===== src/rtl/veririsc_core.sv =====
// veririsc_core
//   8-opcode accumulator CPU (VeriRISC ISA) driven by an explicit FSM.
//   Instructions and data share one external memory reached through a
//   variable-latency req/ack port, so wait-state memories can be attached.
//
// Parameters
//   DATA_WIDTH : word width of AC, instructions and memory data (>= ADDR_WIDTH+3)
//   ADDR_WIDTH : memory address width, PC and operand-address width
//   RESET_PC   : PC value after reset
//
// Ports
//   clk        : system clock, all state updates on the rising edge
//   rst        : synchronous reset, active low
//   mem_req    : memory access request
//   mem_we     : 1 = write, 0 = read (valid while mem_req=1)
//   mem_addr   : access address
//   mem_wdata  : write data (the accumulator)
//   mem_rdata  : read data, taken on the edge where mem_ack=1
//   mem_ack    : access completes on a rising edge with mem_req=1 and mem_ack=1
//   halt       : core halted
//   pc_out     : current PC
//   ac_out     : current accumulator
//   instr_cnt  : retired-instruction counter, saturating (only with VERIRISC_PERF_EN)
//
// Build option
//   VERIRISC_PERF_EN : adds the instr_cnt output and its counter.
//
// Instruction word: opcode = [DATA_WIDTH-1 -: 3], operand = [ADDR_WIDTH-1:0],
// remaining bits ignored.
//
// state  | meaning
// -------+-----------------------------------------------------------
// FETCH  | read instruction at PC; on ack latch IR, PC+1
// EXEC   | one-cycle decode; HLT/SKZ/JMP resolve here
// LOAD   | read operand for ADD/AND/XOR/LDA; AC updates on ack
// STORE  | write AC to operand address; done on ack
// HALTED | halt=1, no requests; left only through reset

module veririsc_core #(
  parameter int DATA_WIDTH = 8,
  parameter int ADDR_WIDTH = 5,
  parameter logic [ADDR_WIDTH-1:0] RESET_PC = '0
) (
  input  logic                  clk,
  input  logic                  rst,
  output logic                  mem_req,
  output logic                  mem_we,
  output logic [ADDR_WIDTH-1:0] mem_addr,
  output logic [DATA_WIDTH-1:0] mem_wdata,
  input  logic [DATA_WIDTH-1:0] mem_rdata,
  input  logic                  mem_ack,
  output logic                  halt,
  output logic [ADDR_WIDTH-1:0] pc_out,
  output logic [DATA_WIDTH-1:0] ac_out
`ifdef VERIRISC_PERF_EN
  ,
  output logic [15:0]           instr_cnt
`endif
);

  typedef enum logic [2:0] {
    S_FETCH,
    S_EXEC,
    S_LOAD,
    S_STORE,
    S_HALTED
  } state_t;

  typedef enum logic [2:0] {
    OP_HLT = 3'd0,
    OP_SKZ = 3'd1,
    OP_ADD = 3'd2,
    OP_AND = 3'd3,
    OP_XOR = 3'd4,
    OP_LDA = 3'd5,
    OP_STO = 3'd6,
    OP_JMP = 3'd7
  } opcode_t;

  state_t                  state_q, state_d;
  logic [ADDR_WIDTH-1:0]   pc_q, pc_d;
  // Only the opcode and operand fields of IR are kept; the bits between
  // them never influence execution.
  opcode_t                 ir_op_q, ir_op_d;
  logic [ADDR_WIDTH-1:0]   ir_addr_q, ir_addr_d;
  logic [DATA_WIDTH-1:0]   ac_q, ac_d;
  logic                    retire;

  logic [ADDR_WIDTH-1:0]   pc_inc;
  assign pc_inc = pc_q + ADDR_WIDTH'(1);

  always_ff @(posedge clk) begin
    if (!rst) begin
      state_q   <= S_FETCH;
      pc_q      <= RESET_PC;
      ir_op_q   <= OP_HLT;
      ir_addr_q <= '0;
      ac_q      <= '0;
    end else begin
      state_q   <= state_d;
      pc_q      <= pc_d;
      ir_op_q   <= ir_op_d;
      ir_addr_q <= ir_addr_d;
      ac_q      <= ac_d;
    end
  end

  // Memory-port outputs depend only on state and registers; mem_ack and
  // mem_rdata only steer the next-state values.
  always_comb begin
    state_d   = state_q;
    pc_d      = pc_q;
    ir_op_d   = ir_op_q;
    ir_addr_d = ir_addr_q;
    ac_d      = ac_q;
    retire    = 1'b0;
    mem_req   = 1'b0;
    mem_we    = 1'b0;
    mem_addr  = pc_q;
    halt      = 1'b0;

    case (state_q)
      S_FETCH: begin
        mem_req  = 1'b1;
        mem_addr = pc_q;
        if (mem_ack) begin
          ir_op_d   = opcode_t'(mem_rdata[DATA_WIDTH-1 -: 3]);
          ir_addr_d = mem_rdata[ADDR_WIDTH-1:0];
          pc_d      = pc_inc;
          state_d   = S_EXEC;
        end
      end

      S_EXEC: begin
        case (ir_op_q)
          OP_HLT: begin
            state_d = S_HALTED;
            retire  = 1'b1;
          end
          OP_SKZ: begin
            if (ac_q == '0) pc_d = pc_inc;
            state_d = S_FETCH;
            retire  = 1'b1;
          end
          OP_JMP: begin
            pc_d    = ir_addr_q;
            state_d = S_FETCH;
            retire  = 1'b1;
          end
          OP_STO: state_d = S_STORE;
          OP_ADD, OP_AND, OP_XOR, OP_LDA: state_d = S_LOAD;
          default: state_d = S_HALTED;
        endcase
      end

      S_LOAD: begin
        mem_req  = 1'b1;
        mem_addr = ir_addr_q;
        if (mem_ack) begin
          case (ir_op_q)
            OP_ADD:  ac_d = ac_q + mem_rdata;
            OP_AND:  ac_d = ac_q & mem_rdata;
            OP_XOR:  ac_d = ac_q ^ mem_rdata;
            OP_LDA:  ac_d = mem_rdata;
            default: ac_d = ac_q;
          endcase
          state_d = S_FETCH;
          retire  = 1'b1;
        end
      end

      S_STORE: begin
        mem_req  = 1'b1;
        mem_we   = 1'b1;
        mem_addr = ir_addr_q;
        if (mem_ack) begin
          state_d = S_FETCH;
          retire  = 1'b1;
        end
      end

      S_HALTED: begin
        halt = 1'b1;
      end

      default: state_d = S_FETCH;
    endcase
  end

  assign mem_wdata = ac_q;
  assign pc_out    = pc_q;
  assign ac_out    = ac_q;

`ifdef VERIRISC_PERF_EN
  logic [15:0] instr_cnt_q;

  always_ff @(posedge clk) begin
    if (!rst) begin
      instr_cnt_q <= '0;
    end else if (retire && (instr_cnt_q != 16'hFFFF)) begin
      instr_cnt_q <= instr_cnt_q + 16'd1;
    end
  end

  assign instr_cnt = instr_cnt_q;
`else
  logic unused_retire;
  assign unused_retire = retire;
`endif

endmodule


===== config.mk =====
export PLATFORM = sky130hd
export DESIGN_NAME = veririsc_core
export DESIGN_NICKNAME = d
export VERILOG_FILES = /design/src/rtl/veririsc_core.sv
export SDC_FILE = /design/constraint.sdc
export NUM_CORES = 1
export LEC_CHECK = 0
export CAP_MARGIN = 20
export CORE_MARGIN = 1
export CORE_UTILIZATION = 45
export DETAILED_ROUTE_END_ITERATION = 16
export GPL_TIMING_DRIVEN = 0
export PLACE_DENSITY = 0.73
export SLEW_MARGIN = 20
export SYNTH_ARGS = -nofsm -noshare
export SYNTH_HDL_FRONTEND = slang
export SYNTH_SLANG_ARGS = --single-unit

===== constraint.sdc =====
create_clock -name clk -period 4 [get_ports clk]
set_input_delay 0.8 -clock clk [delete_from_list [all_inputs] [get_ports clk]]
set_output_delay 0.8 -clock clk [all_outputs]
set_load 0.02 [all_outputs]

After elaboration in Yosys (flattened, before gate mapping)
Index checks and enable logic that the tools add are counted.
{"block": "classes", "n_reduce_logical": 13, "n_addsub": 2, "muxes": 13, "n_bitwise": 3, "n_eq_ne": 15}
{"operator": "8-bit case mux with 4 select lines", "n": 1}
{"operator": "3-bit case mux with 4 select lines", "n": 2}
{"operator": "5-bit case mux with 2 select lines", "n": 2}
{"operator": "3-bit == test, second input constant", "n": 5}
{"operator": "5-bit 2-to-1 mux", "n": 3}
{"operator": "3-bit by 2-bit == test with 1-bit output, second input constant", "n": 4}
{"operator": "8-bit adder", "n": 1}
{"operator": "8-bit AND", "n": 1}
{"operator": "8-bit logical NOT", "n": 1}
{"operator": "8-bit XOR", "n": 1}
{"operator": "3-bit by 1-bit == test with 1-bit output, second input constant", "n": 2}
{"operator": "3-bit logical NOT", "n": 2}
{"operator": "3-bit 2-to-1 mux", "n": 2}
{"operator": "3-bit AND reduction", "n": 2}
{"operator": "5-bit by 1-bit adder with 5-bit output, second input constant", "n": 1}
{"operator": "4-bit AND reduction", "n": 1}
{"operator": "4-bit nonzero test", "n": 1}
{"operator": "2-bit OR reduction", "n": 2}
{"operator": "4-bit OR reduction", "n": 1}
{"operator": "1-bit 2-to-1 mux", "n": 3}
{"operator": "3-bit by 2-bit inequality test with 1-bit output, second input constant", "n": 1}
{"operator": "3-bit inequality test, second input constant", "n": 1}
{"operator": "3-bit OR reduction", "n": 1}
{"operator": "2-bit by 1-bit inequality test with 1-bit output, second input constant", "n": 1}
{"operator": "other kinds (4)", "n": 4}
{"block": "word_totals", "inputBits": 11, "ff_bits": 24, "out_inout_bits": 29}

Depth between registers and ports, before layout
Gate-level depths: netlist of the first run.
{"block": "depth", "depth_word": 4, "ltp_mapped": 8}

Least setup slack after synthesis of the first run
Ideal clock, no wire load.
{"block": "synth_timing", "path_type": "in2reg", "startpoint": "input port mem_rdata[0]", "endpoint": "register ac_q[6], in the netlist ac_out[6]", "slack_ns": 1.854, "stages": 8, "n_path_buf": 0, "arrival_time_ns": 2.059, "cell_sequence": "ha_1 -> inv_1 -> fa_1 -> nand3b_1 -> a21oi_1 -> a211oi_1 -> xor2_1 -> o31ai_1"}
{"block": "synth_between", "elab_chain_cells": 2}
{"element": "start: declaration", "line": "50", "text": "input logic [DATA_WIDTH-1:0] mem_rdata,"}
{"element": "8-bit adder", "line": "161", "text": "OP_ADD: ac_d = ac_q + mem_rdata;"}
{"element": "8-bit case mux with 4 select lines", "line": "160", "text": "case (ir_op_q)"}
{"element": "end signal: assignment", "line": "98", "text": "ac_q <= '0;"}
{"element": "end signal: assignment", "line": "104", "text": "ac_q <= ac_d;"}
{"element": "end: declaration", "line": "86", "text": "logic [DATA_WIDTH-1:0] ac_q, ac_d;"}
No other way between the ends.
A chain may end at the register's enable or synchronous reset.

Worst setup path in the final report of the first run
{"block": "layout_timing", "startpoint": "register state_q[2]", "endpoint": "output port mem_addr[1]"}
{"block": "layout_between", "elab_chain_cells": 3}
{"element": "start: declaration", "line": "80", "text": "state_t state_q, state_d;"}
{"element": "start signal: assignment", "line": "100", "text": "state_q <= state_d;"}
{"element": "3-bit by 2-bit == test with 1-bit output", "line": "122", "text": "case (state_q)"}
{"element": "2-bit OR reduction (no source line) (*)"}
{"element": "5-bit 2-to-1 mux (*)", "line": "122"}
{"element": "end: declaration", "line": "48", "text": "output logic [ADDR_WIDTH-1:0] mem_addr,"}
Mark *: on every way between the ends. The rest lies on a longest branch, timed or not.

==> results.rst, run 1 <==
.. list-table::
   :header-rows: 1

   * - Metric
     - Value
   * - Total negative slack for setup checks
     - 0 ps
   * - Power Density
     - 301 mW/mm2
   * - Port Buf Inserts
     - 39
   * - Footprint of the multi-input gates
     - 0.00117 mm2
   * - Tightest Hold Check Type
     - reg -> reg
   * - Number of distinct library cells after synthesis
     - 51
   * - Number of iterations in the first detailed-routing pass
     - 4
   * - Kind of cell adding the most delay to the critical path
     - buffers and inverters
   * - Post-Synthesis Net Count
     - 245
   * - Arrival time reported for the critical path endpoint
     - 1960 ps
   * - Filler cells
     - 365
   * - Critical path buffers and inverters
     - 2
   * - GRT Total Usage
     - 22.8%
   * - Total via count after detailed routing
     - 1803
   * - Gr busiest metal
     - met2
   * - Fraction of layout instances using a drive strength above 1
     - 12.0%
   * - RD Place Congestion
     - 0.903
   * - Slowest-stage cell, CP
     - sky130_fd_sc_hd__clkdlybuf4s50_1
   * - Area of placed instances
     - 0.00224 mm2
   * - Largest net degree at the start of global routing
     - 15
   * - Total detailed-routing wirelength
     - 4640 um
   * - Share of the core filled with cells in the final layout
     - 61.8%
   * - Post-CTS resize count
     - 0
   * - Insertion delay of the later-clocked pin in the worst-skew pair
     - 280 ps
   * - Top fanout value on the critical path
     - 9
   * - Number of routed nets with antenna violations
     - 0
   * - Synth-to-layout area growth
     - 29.1%
   * - DRC violation count after routing
     - 0
   * - Boundary Pins
     - 40
   * - Setup repair after global routing missed its margin
     - false
   * - Category of the worst setup path launch point
     - register
   * - Final hold violation count
     - 0
   * - Leakage dissipation
     - 0.000875 uW
   * - Initial DRC Count
     - 147
   * - Post-synthesis sequential element count
     - 24
   * - Clock Pin Slew Worst Setup and Hold Paths
     - 100 ps
   * - CTS max path bufs
     - 2
   * - Cell area after layout
     - 0.00231 mm2
   * - Met1 usage
     - 33.4%
   * - Delay of the slowest cell on the worst path
     - 540 ps
   * - Vias/cell
     - 5.74
   * - Final number of setup-violating endpoints
     - 0
   * - Kind of capture point of the worst setup path
     - output pin
   * - TritonCTS clock tree
     - built
   * - Largest voltage drop on the vdd net
     - 0.000190 V
   * - Fin crit period
     - 2760 ps
   * - Number of standard cells after synthesis
     - 223
   * - Async set-or-reset flop fraction in the synthesized netlist
     - 0%
   * - Hold-fix buffer count after cts
     - 0
   * - Total clock buffers created by CTS
     - 3
   * - Met2 track utilization from global routing
     - 34.6%
   * - Result of the run
     - finished clean
   * - Number of slew-limit violations in the final report
     - 0
   * - Cells along the critical path
     - nand2b_1 > buf_2 > mux2_2 > clkdlybuf4s50_1
   * - Starting density of the core
     - 47.8%
   * - Number of core rows
     - 22
   * - Transition at the pin with the smallest max-transition slack
     - 922 ps
   * - Worst slew margin
     - 38.0%
   * - Clk root buf
     - sky130_fd_sc_hd__clkbuf_8
   * - Worst-case clock skew
     - 5.39 ps
   * - Number of diodes added for antenna fixing
     - 0
   * - HPWL Detailed
     - 3470 um
   * - EDFF count, synth
     - 0
   * - Area of the core region
     - 0.00374 mm2
   * - Fmax
     - 363 MHz
   * - FF+latch area
     - 480 um2
   * - Count of nets after finishing
     - 289
   * - Proportion of synthesized chip area in sequential cells
     - 26.8%
   * - Ratio of final minimum period to clock period
     - 68.9%
   * - Worst Setup Path Type
     - reg -> out
   * - Die area
     - 0.00423 mm2
   * - Clock net sink count
     - 24
   * - Required time of the critical path
     - 3200 ps
   * - Min Hold Slack
     - 482 ps
   * - Via count of the first global-routing pass
     - 1558
   * - Vert. Die Dim
     - 65.1 um
   * - Max-cap check violation count
     - 0
   * - Post-CTS setup buffer count
     - 0
   * - Netlist area before placement
     - 0.00179 mm2
   * - Wire length of the first global-routing pass
     - 7450 um
   * - Clock H-tree levels
     - 1
   * - Total gr overflow
     - 0
   * - Die width
     - 65.1 um
   * - Count of warnings emitted by yosys
     - 0
   * - Synthesized area per cell
     - 8.03 um2
   * - Wire length per cell
     - 14.8 um
   * - Most common flop cell mapped by yosys
     - sky130_fd_sc_hd__dfxtp_1
   * - Number of antenna violations at the first check in global routing
     - 0
   * - Met3 capacity usage during global routing
     - 1.76%
-- worst register-to-register path, stage by stage, from the launching register on --
cell and delay (ps):
sky130_fd_sc_hd__dfxtp_1 450, sky130_fd_sc_hd__inv_1 70, sky130_fd_sc_hd__ha_1 350, sky130_fd_sc_hd__nor3_2 570, sky130_fd_sc_hd__o21ai_0 210, sky130_fd_sc_hd__a31o_2 250, sky130_fd_sc_hd__o31ai_1 60
-- stage by stage --
stage               setup slack, ps  total power, uW  instances
floorplan                      1850              406        223
global placement               1140              473        310
detailed placement             1150              477        310
CTS                            1240              696        314
global route                   1140              726        314
finish                         1240              695        314
-- kinds of logic after synthesis --
| group | after synthesis | synth area share, % |
|---|---|---|
| compound gates | 73 | 28.5 |
| xor+xnor | 4 | 1.96 |
| fa+ha+maj | 11 | 8.11 |
| buf+inv | 27 | 7.83 |
| flops | 24 | 26.8 |
| mux | 9 | 5.45 |
| simple gates | 75 | 21.3 |
-- registers in the layout, indices dropped and copies added (netlist names) --
name,count
ac_out,8
pc_out,5
state_q,3
ir_addr_q,5
ir_op_q,3
-- report_power, final --
| group | internal (uW) | switching, uW |
|---|---|---|
| registers | 254 | 19.4 |
| clock network | 134 | 88.7 |
| logic | 86.2 | 112 |
| total | 475 | 221 |
-- cells in the final DEF, fill, tap and decap left out, types with 2 or more instances in the layout --
master                             n
sky130_fd_sc_hd__a211oi_1          3
sky130_fd_sc_hd__a21o_1            2
sky130_fd_sc_hd__a21oi_1          24
sky130_fd_sc_hd__a221oi_1          4
sky130_fd_sc_hd__a22oi_1           3
sky130_fd_sc_hd__a32o_1            3
sky130_fd_sc_hd__buf_2             4
sky130_fd_sc_hd__buf_4             9
sky130_fd_sc_hd__clkbuf_1          4
sky130_fd_sc_hd__clkbuf_8          3
sky130_fd_sc_hd__clkdlybuf4s50_1  39
sky130_fd_sc_hd__dfxtp_1          24
sky130_fd_sc_hd__ha_1             10
sky130_fd_sc_hd__inv_1             9
sky130_fd_sc_hd__mux2_2            6
sky130_fd_sc_hd__mux2i_1           3
sky130_fd_sc_hd__nand2_1          30
sky130_fd_sc_hd__nand2b_1          2
sky130_fd_sc_hd__nand3_1           4
sky130_fd_sc_hd__nand4_1           2
sky130_fd_sc_hd__nor2_1           12
sky130_fd_sc_hd__nor2b_1           4
sky130_fd_sc_hd__nor3_1            7
sky130_fd_sc_hd__nor3b_1           4
sky130_fd_sc_hd__o211ai_1          4
sky130_fd_sc_hd__o21ai_0           9
sky130_fd_sc_hd__o22ai_1           2
sky130_fd_sc_hd__o31ai_1           6
sky130_fd_sc_hd__or3_1             2
sky130_fd_sc_hd__or4_4             2
sky130_fd_sc_hd__xor2_1            3
-- per-layer routing --
metal / part of all wire (%) / wire (um) / vias to the layer above
li1: - / - / 906
met1: 48 / 2250 / 840
met2: 46 / 2140 / 55
met3: 4.8 / 224 / 2
met4: 0.63 / 29 / 0
met5: 0 / 0 / -
-- synth_stat cells (6+ instances only) --
library cell | n | area [um2]
sky130_fd_sc_hd__ha_1 | 10 | 125
sky130_fd_sc_hd__mux2_2 | 6 | 67.6
sky130_fd_sc_hd__nand2_1 | 30 | 113
sky130_fd_sc_hd__o21ai_0 | 9 | 45.0
sky130_fd_sc_hd__buf_4 | 9 | 67.6
sky130_fd_sc_hd__nor2_1 | 12 | 45.0
sky130_fd_sc_hd__inv_1 | 9 | 33.8
sky130_fd_sc_hd__dfxtp_1 | 24 | 480
sky130_fd_sc_hd__nor3_1 | 7 | 35.0
sky130_fd_sc_hd__o31ai_1 | 6 | 45.0
sky130_fd_sc_hd__a21oi_1 | 24 | 120
-- area by class of cell --
type	instances	area share, %
plain buffers	17	4.44
clock buffers	3	1.79
clock inverters	1	1.30
inverters	10	1.62
multi-input cells	172	50.6
flip-flops and latches	24	20.8
well taps	48	2.60
repair buffers	39	16.9
-- path summary, 6_finish.rpt --
check                                 start                        end  slack [ps]  depth (start not counted)
setup / recovery    state_q[2]$_SDFFE_PN0P_                mem_addr[1]        1240                          4
hold reg to reg   ir_addr_q[4]$_SDFFE_PN0P_  ir_addr_q[4]$_SDFFE_PN0P_         480                          2
hold / removal    ir_addr_q[4]$_SDFFE_PN0P_  ir_addr_q[4]$_SDFFE_PN0P_         480                          2
setup reg to reg    ir_op_q[1]$_SDFFE_PN0P_     ac_out[6]$_SDFFE_PN0P_        1960                          6
(Power assumes the default switching activity.)
==> run 2: changes to the inputs <==
--- a/config.mk
+++ b/config.mk
@@ -10,7 +10,7 @@
 export CORE_UTILIZATION = 45
 export DETAILED_ROUTE_END_ITERATION = 16
 export GPL_TIMING_DRIVEN = 0
-export PLACE_DENSITY = 0.73
+export PLACE_DENSITY = 0.75
 export SLEW_MARGIN = 20
 export SYNTH_ARGS = -nofsm -noshare
 export SYNTH_HDL_FRONTEND = slang
==> constraint.sdc (replaced) <==
create_clock -name clk -period 2.5 [get_ports clk]
set_input_delay 0.5 -clock clk [delete_from_list [all_inputs] [get_ports clk]]
set_output_delay 0.5 -clock clk [all_outputs]
set_load 0.02 [all_outputs]
==> run 2 against run 1 <==
Sequential cell count did not move. Sequential share of layout area barely moved. Final cell count did not move. Combinational power rose by 60%. Critical path type unchanged. Total power rose by 59%. Register-to-register slack got worse by 1600 ps.
==> results.rst, run 2 (synthesized netlist as in run 1, its figures left out) <==
.. list-table::
   :header-rows: 1

   * - Metric
     - Value
   * - Result of the run
     - finished clean
   * - Port Buf Inserts
     - 39 (unchanged)
   * - Total clock buffers created by CTS
     - 3 (unchanged)
   * - Wire length of the first global-routing pass
     - 7620 um (+2.3%)
   * - Setup repair after global routing missed its margin
     - false
   * - Worst-case clock skew
     - 4.43 ps (-0.955 ps)
   * - Number of core rows
     - 22 (unchanged)
   * - Synth-to-layout area growth
     - 29.4%
   * - Top fanout value on the critical path
     - 9 (unchanged)
   * - Start of the worst register-to-register path
     - ir_op_q[1]$_SDFFE_PN0P_
   * - Post-CTS setup buffer count
     - 0 (unchanged)
   * - Final hold violation count
     - 0 (unchanged)
   * - Tightest Hold Check Type
     - reg -> reg
   * - Fin crit period
     - 2360 ps
   * - Commonest cells after routing, fill and taps aside
     - sky130_fd_sc_hd__clkdlybuf4s50_1, sky130_fd_sc_hd__nand2_1, sky130_fd_sc_hd__a21oi_1
   * - Kind of capture point of the worst setup path
     - output pin
   * - Leakage dissipation
     - 0.000878 uW (+0.28%)
   * - Clock net sink count
     - 24 (unchanged)
   * - Total gr overflow
     - 0 (unchanged)
   * - Number of routed nets with antenna violations
     - 0 (unchanged)
   * - Footprint of the multi-input gates
     - 0.00117 mm2 (unchanged)
   * - Total detailed-routing wirelength
     - 4690 um (+1.0%)
   * - Min Hold Slack
     - 473 ps (-9.07 ps)
   * - Count of nets after finishing
     - 289 (unchanged)
   * - Total via count after detailed routing
     - 1840 (+2.1%)
   * - Power Density
     - 478 mW/mm2 (+59%)
   * - Category of the worst setup path launch point
     - register
   * - Ratio of final minimum period to clock period
     - 94.5%
   * - Vert. Die Dim
     - 65.1 um (unchanged)
   * - Worst slew margin
     - 36.3% (-1.7 points)
   * - CTS max path bufs
     - 2 (unchanged)
   * - Transition at the pin with the smallest max-transition slack
     - 948 ps (+25.1 ps)
   * - TritonCTS clock tree
     - built
   * - Vias/cell
     - 5.86 (+2.1%)
   * - Fmax
     - 423 MHz
   * - Required time of the critical path
     - 2000 ps (-1200 ps)
   * - Initial DRC Count
     - 93 (-37%)
   * - Worst Setup Path Type
     - reg -> out
   * - Flip-flop count of the largest register after layout
     - 8 (unchanged)
   * - Post-layout instance count excluding filler cells
     - 314 (unchanged)
   * - FF+latch area
     - 482 um2 (+0.26%)
   * - Most frequent standard cell in the layout excluding fill and tap cells
     - sky130_fd_sc_hd__clkdlybuf4s50_1
   * - Final number of setup-violating endpoints
     - 0 (unchanged)
   * - Number of slew-limit violations in the final report
     - 0 (unchanged)
   * - Clk root buf
     - sky130_fd_sc_hd__clkbuf_8
   * - Startpoint of the most critical hold path
     - ir_addr_q[0]$_SDFFE_PN0P_
   * - Area of the core region
     - 0.00374 mm2 (unchanged)
   * - RD Place Congestion
     - 0.923 (+2.2%)
   * - Number of iterations in the first detailed-routing pass
     - 4 (unchanged)
   * - Via count of the first global-routing pass
     - 1607 (+3.1%)
   * - DRC violation count after routing
     - 0 (unchanged)
   * - Clock Pin Slew Worst Setup and Hold Paths
     - 90 ps (about the same)
   * - Share of the core filled with cells in the final layout
     - 61.9% (+0.10 points)
   * - Max-cap check violation count
     - 0 (unchanged)
   * - Number of antenna violations at the first check in global routing
     - 0 (unchanged)
   * - Die width
     - 65.1 um (unchanged)
   * - Number of diodes added for antenna fixing
     - 0 (unchanged)
   * - Arrival time reported for the critical path endpoint
     - 1860 ps (-100 ps)
   * - Fraction of layout instances using a drive strength above 1
     - 12.4% (+0.38 points)
   * - Die area
     - 0.00423 mm2 (unchanged)
   * - Worst Setup SP
     - state_q[2]$_SDFFE_PN0P_
   * - Number of cells after detailed placement
     - 310 (unchanged)
   * - Largest net degree at the start of global routing
     - 15 (unchanged)
   * - Starting density of the core
     - 47.8% (unchanged)
   * - Largest voltage drop on the vdd net
     - 0.000251 V (+32%)
   * - Wire length per cell
     - 14.9 um (+1.0%)
   * - HPWL Detailed
     - 3520 um (+1.5%)
   * - GRT Total Usage
     - 23.1% (+0.35 points)
   * - Clock H-tree levels
     - 1 (unchanged)
   * - Insertion delay of the later-clocked pin in the worst-skew pair
     - 270 ps (about the same)
   * - Filler cells
     - 373 (+2.2%)
   * - Boundary Pins
     - 40 (unchanged)
-- run 2: what timing repair did --
| action | CTS | global route |
|---|---|---|
| gates resized for setup | 0 | 2 |
| setup endpoints to repair | 0 | 5 |
| hold buffers | 0 | 0 |
-- run 2: worst paths after layout --
kind | end | slack (ps) | cells after the start
max | mem_addr[0] | 140 | 4
min | ir_addr_q[0]$_SDFFE_PN0P_ | 470 | 2
max reg2reg | ac_out[6]$_SDFFE_PN0P_ | 380 | 6
min reg2reg | ir_addr_q[0]$_SDFFE_PN0P_ | 470 | 2
-- run 2: where the power goes --
part	leakage (uW)	total, uW	switching [uW]	internal [uW]
clock	0.0000357	348	134	214
sequential	0.000196	438	30.7	408
combinational	0.000646	319	181	138
total	0.000878	1110	346	760
-- run 2: metrics by stage --
stage	setup TNS [ps]	instance area, um2	total power, uW	setup WS [ps]
2_1_floorplan	0	1790	650	613
3_3_place_gp	-79.7	2240	756	-51.2
3_5_place_dp	-40.9	2240	763	-40.9
4_1_cts	0	2310	1110	33.7
5_1_grt	0	2320	1160	44.7
6_report	0	2320	1110	137
-- run 2: layer usage --
layer,GRT usage (%),vias up,share of wire (%)
met3,2.82,4,6.5
li1,-,905,-
met5,0,-,0
met1,33.5,868,48
met2,36.6,63,45
met4,4.62,0,0.92
-- run 2: layout make-up --
type / count / area share (%)
sequential: 24 / 20.8
buffer: 17 / 4.54
timing repair buffer: 39 / 16.9
inverter: 10 / 1.62
clock inverter: 1 / 1.30
multi-input combinational: 172 / 50.5
clock buffer: 3 / 1.78
tap: 48 / 2.59
-- run 2: critical path: stages (launching register included) --
cell                              delay (ps)
sky130_fd_sc_hd__dfxtp_2                 390
sky130_fd_sc_hd__nand2b_1                110
sky130_fd_sc_hd__clkbuf_4                210
sky130_fd_sc_hd__mux2_2                  340
sky130_fd_sc_hd__clkdlybuf4s50_1         530
==> run 3: changes to the inputs <==
--- a/config.mk
+++ b/config.mk
@@ -5,6 +5,7 @@
 export SDC_FILE = /design/constraint.sdc
 export NUM_CORES = 1
 export LEC_CHECK = 0
+export ABC_CLOCK_PERIOD_IN_PS = 2500
 export CAP_MARGIN = 20
 export CORE_MARGIN = 1
 export CORE_UTILIZATION = 45
==> results of run 3 <==
No change in the layout: final DEF, timing and power equal those of run 2.
==> variant 1 (flow settings as in run 2) <==
Change the parameter `DATA_WIDTH` from 8 to 10.
--- a/src/rtl/veririsc_core.sv
+++ b/src/rtl/veririsc_core.sv
@@ -38,5 +38,5 @@
 
 module veririsc_core #(
-  parameter int DATA_WIDTH = 8,
+  parameter int DATA_WIDTH = 10,
   parameter int ADDR_WIDTH = 5,
   parameter logic [ADDR_WIDTH-1:0] RESET_PC = '0
Ports: changed (resized ac_out, mem_rdata and mem_wdata); port bits go from 40 to 46. The function was not compared with the original's and may differ.
==> variant 1 against run 2 <==
Area after synthesis is 15% higher. Clock skew is 0.0023 ns higher. Highest routed layer unchanged. Register-to-register slack worse by 0.13 ns. First-iteration DRC count is 130% higher. Final area is 15% higher. Total power is 0.68% higher. Sequential cell count is 2 higher. Worst setup slack worse by 0.11 ns. Routed wire length is 24% higher. Critical path depth is 4 higher. Core utilization is 1.2 points lower. Critical endpoint is now ac_out[7]. Die area is 15% higher. Critical path type is now in -> reg.
==> variant 1: results <==
critical_path:
  rrSetupSlack_ns: 0.25
  startpoint: "mem_rdata[4]"
  cp_slowest_stage_delay_ns: 0.48
  crit-reg2reg-launch: "ir_op_q[2]"
  cp_slowest_cell: "sky130_fd_sc_hd__clkdlybuf4s50_1"
  r2r-end: "ac_out[2]"
  reg2regPathDepth: 7
  timing.critical_path.max_delay_family: "compound AO/OA/AOI/OAI gates"
  setup.worst_path.end: "ac_out[7]"
  timing.critical_path.arrival_ns: 2.65
  critical_path_peak_fanout: 6
run_status:
  run_status: "finished, final reports clean"
cts:
  cts_repair_resize_count: 4
  number_of_buffers_on_the_longest_clock_path: 2
  num_cts_buffers: 3
  clkTransAtPathRegs_ns: 0.10
synthesis:
  mappedNetlistNets: 294
  yosys-top-cells-count: "sky130_fd_sc_hd__nand2_1 (34), sky130_fd_sc_hd__dfxtp_1 (26), sky130_fd_sc_hd__a21oi_1 (23)"
  seq_area_frac_synth_pct: 25.2
  multiplexer_share_of_the_synthesized_area_pct: 4.18
  post_synth_num_cell_types: 50
  synth-compound-area-share_pct: 32.0
  yosys.area_share.adder_pct: 8.24
  synthXorXnorAreaFrac_pct: 0.848
  synth.top_cells.by_area: "sky130_fd_sc_hd__dfxtp_1 (25%), sky130_fd_sc_hd__ha_1 (7.3%), sky130_fd_sc_hd__nand2_1 (6.2%), sky130_fd_sc_hd__a21oi_1 (5.6%), sky130_fd_sc_hd__o21ai_0 (5.1%)"
power_and_ir_drop:
  clock_power_share_pct: 25.5
  worst_ir_drop_vdd_mv: 0.369
  leakagePower_nw: 1.07
  combPwrFrac_pct: 32.0
  p_int_w: 0.000735
route:
  amount_of_wire_on_met2_after_detailed_routing_um: 2760
  wl_per_cell_um: 15.9
  post_drt_via_cell_ratio: 6.03
  drt_iter0_markers: 214
  uppermost_signal_routing_layer_after_detailed_routing: "met4"
  dr_wl_met3_um: 344
  wl_met1_um: 2680
place:
  port-buffer-count: 45
  post_dp_cell_area_um2: 2580
  detailedPlace.worstSlack_ns: -0.341
  place_congestion: 0.931
  dp_hpwl_um: 4130
layout:
  largest_register_ffs: 10
  finalNetCount: 342
  drive_above_1_share_pct: 9.84
sta:
  skew_ns: 0.00671
  max-slew-margin-rel_pct: 46.9
  worst_hold_slack_ns: 0.469
  fin_ws_ns: 0.0316
grt:
  via_count_of_the_first_global_routing_pass: 1975
  global_route.usage.met3_pct: 3.63
  grt_pass1_wl_um: 9590
  track_usage_pct: 24.5
  grtUsageMet2_pct: 39.4
  globalRouteMet1Util_pct: 35.2
worst_hold_path:
  hold-path-endpoint: "pc_out[0]"
variant 1: cell count changes after synthesis, moves of 3 or more:
| cell | run 2 | this run |
|---|---|---|
| sky130_fd_sc_hd__o21ai_0 | 9 | 21 |
| sky130_fd_sc_hd__a21boi_0 | 0 | 9 |
| sky130_fd_sc_hd__clkbuf_1 | 4 | 12 |
| sky130_fd_sc_hd__a21o_1 | 2 | 7 |
| sky130_fd_sc_hd__a22o_1 | 1 | 5 |
| sky130_fd_sc_hd__nand2_1 | 30 | 34 |
| sky130_fd_sc_hd__nand3_1 | 4 | 8 |
| sky130_fd_sc_hd__o211ai_1 | 4 | 0 |
| sky130_fd_sc_hd__and3_1 | 1 | 4 |
| sky130_fd_sc_hd__nand2b_1 | 2 | 5 |
| sky130_fd_sc_hd__nor2b_1 | 4 | 7 |
| sky130_fd_sc_hd__nor3b_1 | 4 | 1 |
| sky130_fd_sc_hd__nor4_1 | 0 | 3 |
variant 1: area by class of cell:
| class | count | area [um2] |
|---|---|---|
| fillers | 423 | 1720 |
| plain buffers | 24 | 131 |
| flip-flops and latches | 26 | 522 |
| multi-input cells | 207 | 1400 |
| inverters | 9 | 33.8 |
| repair buffers | 45 | 453 |
| clock buffers | 4 | 55.1 |
| well taps | 52 | 65.1 |
variant 1: per-stage QoR:
step	instances	power (W)
2_1_floorplan	268	0.000703
3_3_place_gp	365	0.000827
3_5_place_dp	365	0.000832
4_1_cts	368	0.00112
5_1_grt	367	0.00118
6_report	367	0.00111
variant 1: cell families (layout without fill, tap and decap cells):
kind of cell,count (synthesis),in the layout
AO/OA/AOI/OAI,96,96
AND/OR/NAND/NOR,88,88
buffers and inverters,35,82
flip-flops,26,26
adder cells (fa/ha/maj),13,13
multiplexers,8,8
XOR/XNOR,2,2
==> variant 2 (flow settings as in run 2) <==
Without the edit above. Re-encode `state_t` (5 states) as one-hot, 5 bits wide.
--- a/src/rtl/veririsc_core.sv
+++ b/src/rtl/veririsc_core.sv
@@ -59,10 +59,10 @@
 );
 
-  typedef enum logic [2:0] {
-    S_FETCH,
-    S_EXEC,
-    S_LOAD,
-    S_STORE,
-    S_HALTED
+  typedef enum logic [4:0] {
+    S_FETCH  = 5'b00001,
+    S_EXEC   = 5'b00010,
+    S_LOAD   = 5'b00100,
+    S_STORE  = 5'b01000,
+    S_HALTED = 5'b10000
   } state_t;
 
Function: same outputs for any inputs over 10 cycles, from zero or initial values and one cycle with rst low; not proved beyond that.
==> variant 2 against run 2 <==
Area after synthesis rose by 5.5%. Total power fell by 7.3%. Routed wire length rose by 4.8%. Critical path depth rose by 2. Synthesized cell count rose by 4.5%. Final area rose by 6.5%. Sequential cell count rose by 2. Via count rose by 3.0%. Count of clock-buffer cells in the layout did not move. Die area rose by 5.4%. Non-clock buffer count rose by 6. Hold slack improved by 0.039 ns. First-iteration DRC count rose by 39%. Worst setup slack got worse by 0.038 ns. Critical endpoint is now mem_addr[1]. Largest cell class unchanged.
==> variant 2: results <==
power_and_ir_drop:
  leakagePower_nw: 1.01
  worst_ir_drop_vdd_mv: 0.205
layout:
  num-fill-cells: 360
  drive_above_1_share_pct: 13.4
  finalNetCount: 300
worst_hold_path:
  hold-path-endpoint: "pc_out[0]"
route:
  drt_iter0_markers: 129
  wl_met1_um: 2370
  post_drt_via_cell_ratio: 5.80
grt:
  grtUsageMet2_pct: 38.8
  grt_pass1_wl_um: 7710
  pin_count_of_the_biggest_net_entering_global_routing: 16
  global_route.usage.met3_pct: 2.57
  globalRouteMet1Util_pct: 30.3
  via_count_of_the_first_global_routing_pass: 1655
synthesis:
  syn_inst: 233
  post_synth_num_cell_types: 45
  mappedNetlistNets: 255
  seq_area_frac_synth_pct: 27.5
  yosys-top-cells-count: "sky130_fd_sc_hd__dfxtp_1 (26), sky130_fd_sc_hd__nor2_1 (22), sky130_fd_sc_hd__o21ai_0 (18)"
critical_path:
  timing.critical_path.arrival_ns: 1.90
  rrSetupSlack_ns: 0.26
  critical_path_peak_fanout: 8
  reg2regPathDepth: 9
sta:
  timing_worst_slew_pin_value_ns: 0.763
  finalCriticalPeriod_ns: 2.40
place:
  dp_hpwl_um: 3580
run_status:
  run_status: "finished, final reports clean"
## variant 2: changes by cell type after synthesis, sizes merged, moves of 4 or more
cell    change
nand2      -15
mux2i      +12
a21oi      -11
nor2        +9
o21ai       +8
clkbuf      +7
a221oi      -4
a31oi       +4
inv         -4
nand3       +4
nor3        -4
## variant 2: repair_timing
item	4_1_cts	5_1_grt
pin swaps	0	1
hold buffers	0	0
buffers inserted	1	1
resized for setup	10	8
setup endpoints to repair	9	15
## variant 2: stage by stage
| stage | hold slack (ns) | power [W] | TNS, ns |
|---|---|---|---|
| after floorplan | 0.456 | 0.000596 | 0 |
| after global placement | 0.486 | 0.000668 | -1.25 |
| after detailed placement | 0.500 | 0.000671 | -1.65 |
| after CTS | 0.514 | 0.00102 | 0 |
| after global routing | 0.562 | 0.00106 | 0 |
| final | 0.512 | 0.00103 | 0 |
## variant 2: worst max-delay path by stage
stage / start / to / depth (start not counted)
2_1_floorplan: state_q[2] / mem_addr[0] / 5
3_3_place_gp: state_q[2] / mem_addr[3] / 6
3_5_place_dp: state_q[2] / mem_addr[1] / 6
4_1_cts: state_q[1] / mem_addr[1] / 6
5_1_grt: ir_op_q[1] / ac_out[4] / 9
6_report: state_q[2] / mem_addr[1] / 6
## variant 2: cell families (layout without fill, tap and decap cells)
| logic type | count (synthesis) | count (layout) | share of synthesized area [%] |
|---|---|---|---|
| flip-flops | 26 | 26 | 27.5 |
| adder cells (fa/ha/maj) | 11 | 11 | 7.28 |
| multiplexers | 20 | 20 | 10.9 |
| AO/OA/AOI/OAI | 62 | 62 | 21.3 |
| AND/OR/NAND/NOR | 79 | 79 | 22.3 |
| buffers and inverters | 27 | 71 | 7.02 |
| XOR/XNOR | 8 | 8 | 3.71 |
## variant 2: where the power goes
part / switching [W] / internal [W]
clock: 0.000142 / 0.000214
sequential: 0.0000204 / 0.000432
combinational: 0.000118 / 0.0000978
## variant 2: worst max-delay path, cell delays in order, from the launching register on
cell and delay, ns:
sky130_fd_sc_hd__dfxtp_2 0.44, sky130_fd_sc_hd__nor2_4 0.06, sky130_fd_sc_hd__nor4bb_4 0.16, sky130_fd_sc_hd__a31oi_2 0.14
sky130_fd_sc_hd__buf_4 0.17, sky130_fd_sc_hd__mux2_2 0.34, sky130_fd_sc_hd__dlygate4sd2_1 0.32
## variant 2: final cells by class
class / count / area (um2) / share of cell area, %
clock inverter: 1 / 30.0 / 1.22
timing repair buffer: 41 / 399 / 16.2
multi-input combinational: 180 / 1280 / 51.8
sequential: 26 / 526 / 21.3
tap: 50 / 62.6 / 2.54
clock buffer: 3 / 41.3 / 1.67
buffer: 21 / 113 / 4.57
inverter: 5 / 18.8 / 0.761
